`src/rtl/repeated_sub_divider.sv`:
```
// Unsigned divider: Q = A / B, R = A % B by repeated subtraction; a zero divisor raises invalid.
// Done is entered on edge 1+2q after the edge that accepts start; start is ignored while busy.
module repeated_sub_divider #(
    parameter int WIDTH = 32
) (
    input  logic             clk,
    input  logic             rst,
    input  logic             start,
    input  logic [WIDTH-1:0] A,
    input  logic [WIDTH-1:0] B,
    output logic [WIDTH-1:0] Q,
    output logic [WIDTH-1:0] R,
    output logic             busy,
    output logic             invalid,
    output logic             Done
);

    typedef enum logic [1:0] {
        S_IDLE  = 2'd0,
        S_CHECK = 2'd1,
        S_SUB   = 2'd2,
        S_DONE  = 2'd3
    } state_t;

    state_t           r_state;
    state_t           w_next;
    logic [WIDTH-1:0] r_q;
    logic [WIDTH-1:0] r_r;
    logic [WIDTH-1:0] r_br;
    logic             r_inv;
    logic             w_load;
    logic             w_sub;
    logic             w_set_inv;

    always_ff @(posedge clk or negedge rst) begin
        if (!rst) begin
            r_state <= S_IDLE;
        end else begin
            r_state <= w_next;
        end
    end

    always_comb begin
        w_next    = S_IDLE;
        w_load    = 1'b0;
        w_sub     = 1'b0;
        w_set_inv = 1'b0;
        busy      = 1'b0;
        Done      = 1'b0;
        case (r_state)
            S_IDLE: begin
                if (start) begin
                    w_load = 1'b1;
                    w_next = S_CHECK;
                end else begin
                    w_next = S_IDLE;
                end
            end
            S_CHECK: begin
                busy = 1'b1;
                if (r_br == '0) begin
                    w_set_inv = 1'b1;
                    w_next    = S_DONE;
                end else if (r_r >= r_br) begin
                    w_next = S_SUB;
                end else begin
                    w_next = S_DONE;
                end
            end
            S_SUB: begin
                busy   = 1'b1;
                w_sub  = 1'b1;
                w_next = S_CHECK;
            end
            S_DONE: begin
                busy   = 1'b1;
                Done   = 1'b1;
                w_next = S_IDLE;
            end
            default: begin
                w_next = S_IDLE;
            end
        endcase
    end

    // R doubles as the working dividend; subtraction never underflows since S_SUB requires R >= Br
    always_ff @(posedge clk or negedge rst) begin
        if (!rst) begin
            r_q   <= '0;
            r_r   <= '0;
            r_br  <= '0;
            r_inv <= 1'b0;
        end else if (w_load) begin
            r_q   <= '0;
            r_r   <= A;
            r_br  <= B;
            r_inv <= 1'b0;
        end else if (w_sub) begin
            r_q <= r_q + 1'b1;
            r_r <= r_r - r_br;
        end else if (w_set_inv) begin
            r_inv <= 1'b1;
        end
    end

    assign Q       = r_q;
    assign R       = r_r;
    assign invalid = r_inv;

endmodule

```
`config.mk`:
```
export PLATFORM = sky130hd
export DESIGN_NAME = repeated_sub_divider
export DESIGN_NICKNAME = d
export VERILOG_FILES = /design/src/rtl/repeated_sub_divider.sv
export SDC_FILE = /design/constraint.sdc
export NUM_CORES = 1
export LEC_CHECK = 0
export ABC_AREA = 1
export BUFFER_PORTS_ARGS = -buffer_cell sky130_fd_sc_hd__buf_2
export CAP_MARGIN = 30
export CORE_MARGIN = 2
export CORE_UTILIZATION = 51
export DETAILED_ROUTE_END_ITERATION = 8
export GPL_ROUTABILITY_DRIVEN = 0
export GPL_TIMING_DRIVEN = 0
export PLACE_DENSITY = 0.85
export SETUP_SLACK_MARGIN = 0.1
export SYNTH_ARGS = -nofsm -noshare
export SYNTH_HDL_FRONTEND = slang
export SYNTH_SLANG_ARGS = --single-unit
```
`constraint.sdc`:
```
create_clock -name clk -period 2 [get_ports clk]
set_clock_uncertainty 0.1 [all_clocks]
set_input_delay 0.3 -clock clk [delete_from_list [all_inputs] [get_ports clk]]
set_output_delay 0.3 -clock clk [all_outputs]
set_load 0.005 [all_outputs]
```
==> flow_metrics.py <==
metrics = {
    "cells_and_area": {
        "multi_input_area_um2": 4800,
        "fin_util": 0.705,
        "area_growth_pct": 35.5,
        "final_common_cell": "nand2_1",
        "final_nets": 1378,
        "stdcell_count": 1462,
        "layout-drive-gt1-share": 0.324,
        "mostFrequentLayoutCells": "nand2_1, inv_1, buf_2",
        "register_area_um2": 2490,
        "nFillCells": 983,
        "antenna_cells": 0,
    },
    "worst_setup_path": {
        "crit_path_end_kind": "register",
        "cp.required_ns": 2.20,
        "cp_data_arrival_time_ns": 2.32,
        "crit_type": "reg -> reg",
        "r2r_setup_slack_ns": -0.11,
        "r2r_cells": 12,
        "crit_path_start_kind": "register",
        "crit_fanout": 4,
    },
    "synthesis": {
        "synthesis.nets": 1193,
        "ys_ff_latch": 99,
        "synthFlopType": "dfrtp_1",
        "synth_cell_types": 43,
        "syn_inst": 1092,
        "synth_edf_count": 0,
        "syn_area_per_cell_um2": 6.62,
        "synth_area_um2": 7230,
        "yosysWarnings": 0,
        "async_flop_share": 1.00,
        "yosysSeqAreaShare": 0.343,
    },
    "cts": {
        "htreeDepth": 3,
        "cts_root_buf": "clkbuf_16",
        "path_clk_slew_ns": 0.08,
        "clock-sinks": 99,
        "cts_tree": "yes",
        "cts_buffers": 9,
        "insertion_delay_ns": 0.37,
        "cts_buffer_depth": 2,
    },
    "worst_hold_path": {
        "hold_depth": 3,
        "hold_class": "in -> reg",
    },
    "sta": {
        "max_freq_ghz": 0.473,
        "hold_viol": 0,
        "tns_ns": -0.592,
        "maxSlewHeadroom": 0.530,
        "hold_ws_ns": 0.0357,
        "slew_viol_final": 0,
        "setup_viol": 12,
        "worst_pin_slew_ns": 0.705,
        "rsz0062_at_grt": "yes",
        "fin_crit_sh": 1.06,
        "fin_ws_ns": -0.115,
        "min_period_ns": 2.11,
    },
    "global_route": {
        "groute.usage.overall": 0.308,
        "grt_max_degree": 54,
        "grt_pass1_wl_mm": 35.8,
        "grt_pass1_vias": 7358,
        "grt_antenna_before_repair": 0,
        "globalRouteOverflowTotal": 0,
    },
    "floorplan": {
        "die-area_um2": 15100,
        "chipWidth_um": 123,
        "initial_core_util": 0.521,
        "die_h_um": 123,
        "rows": 43,
        "io_pins": 134,
        "core_um2": 13900,
    },
    "route": {
        "antenna_left": 0,
        "post-route-drc-count": 0,
        "dr_total_vias": 8707,
        "drt_iter0_drc": 1216,
        "wirelength_mm": 27.4,
        "firstDrtPassIters": 9,
        "wl_per_cell_um": 18.7,
        "vias_per_cell": 5.96,
    },
    "flow_run": {
        "maxCapViolations": 0,
    },
    "place": {
        "port_buffers": 133,
        "dp.cells": 1406,
        "detailed_place_hpwl_mm": 16.4,
    },
    "pwr": {
        "powerDensity_nw_per_um2": 2060,
        "p_leak_nw": 5.19,
        "fin_total_pwr_mw": 20.2,
        "peakVddDrop_mv": 1.09,
    },
    "outcome": {
        "status": "finished, violations left",
        "violations": "negative setup slack",
    },
}
==> logic make-up after synthesis <==
group,count (synthesis),share of synthesized area
fa+ha+maj,34,0.0599
simple gates,577,0.347
flops,99,0.343
compound gates,138,0.113
xor+xnor,10,0.0121
buf+inv,234,0.125
==> where the power goes <==
| group | total (mW) | switching (mW) | internal (mW) |
|---|---|---|---|
| clock | 2.08 | 0.824 | 1.26 |
| combinational | 14.7 | 8.98 | 5.69 |
| sequential | 3.44 | 0.714 | 2.73 |
==> what timing repair did <==
item,CTS,global route
hold endpoints to repair,52,0
buffers inserted,14,25
gates resized for setup,84,151
setup endpoints to repair,76,66
hold buffers,1,0
pin swaps,12,38
==> cells in the mapped netlist, types with 2 or more instances <==
library cell,n,area share
nor4_1,8,0.0069
nand3b_1,4,0.0042
inv_2,6,0.0031
nand3_2,2,0.0028
a22o_1,19,0.023
dfrtp_1,99,0.34
and2_1,2,0.0017
clkbuf_1,6,0.0031
nand4_1,18,0.016
o211ai_1,7,0.0073
o221ai_1,2,0.0024
nor3_2,2,0.0028
nand3_1,65,0.045
nor2_4,3,0.0047
o21bai_1,8,0.0083
nor3_1,22,0.015
nand2_2,4,0.0035
or2_2,2,0.0017
inv_1,208,0.11
a21oi_1,37,0.026
o21ai_1,6,0.0042
o21ai_0,56,0.039
nand4_4,2,0.0059
buf_2,10,0.0069
ha_1,33,0.057
xnor2_1,9,0.011
nand2_1,363,0.19
nor2_1,71,0.037
nor2_2,4,0.0035
==> state kept, by name, indices dropped and copies added (netlist names) <==
name / flops
Q: 32
R: 32
r_br: 32
invalid: 1
r_state: 2
==> final cells by class <==
| cell class | instances | area share |
|---|---|---|
| Buffer | 19 | 0.0112 |
| Clock buffer | 10 | 0.0244 |
| Clock inverter | 6 | 0.0115 |
| Inverter | 215 | 0.0827 |
| Multi-Input combinational cell | 759 | 0.490 |
| Sequential cell | 99 | 0.254 |
| Tap cell | 180 | 0.0230 |
| Timing Repair Buffer | 174 | 0.103 |
==> final timing paths <==
kind	from	to
worst max-delay path	r_br[2]	R[26]
worst min-delay path	B[21]	r_br[21]
worst max register to register	r_br[2]	R[26]
worst min register to register	invalid	invalid
max in group asynchronous	rst	R[18]
min in group asynchronous	rst	Q[27]
==> routing by layer <==
layer / routed length [um] / global-route usage / share of wire / vias up
li1: - / - / - / 3825
met4: 1940 / 0.173 / 0.071 / 0
met1: 9600 / 0.386 / 0.35 / 3945
met3: 3170 / 0.0443 / 0.12 / 209
met2: 12700 / 0.511 / 0.46 / 728
met5: 0 / 0 / 0 / -
==> worst max-delay path: stages, from the launching register on <==
cell	delay (ns)
dfrtp_1	0.41
inv_2	0.08
ha_4	0.29
buf_6	0.11
nand2_1	0.08
nor2_2	0.16
buf_4	0.15
nand3_4	0.07
nand3_4	0.15
nand2_2	0.08
nand4_1	0.10
nand3_2	0.14
nand2_1	0.12
==> per-stage QoR <==
step | worst slack (ns) | instance area [um2]
3_5_place_dp | -0.156 | 8160
3_3_place_gp | -0.437 | 8130
4_1_cts | -0.00339 | 9060
2_1_floorplan | 0.141 | 7240
5_1_grt | -0.145 | 9790
6_report | -0.115 | 9790
Power figures use the tool's default switching activity.
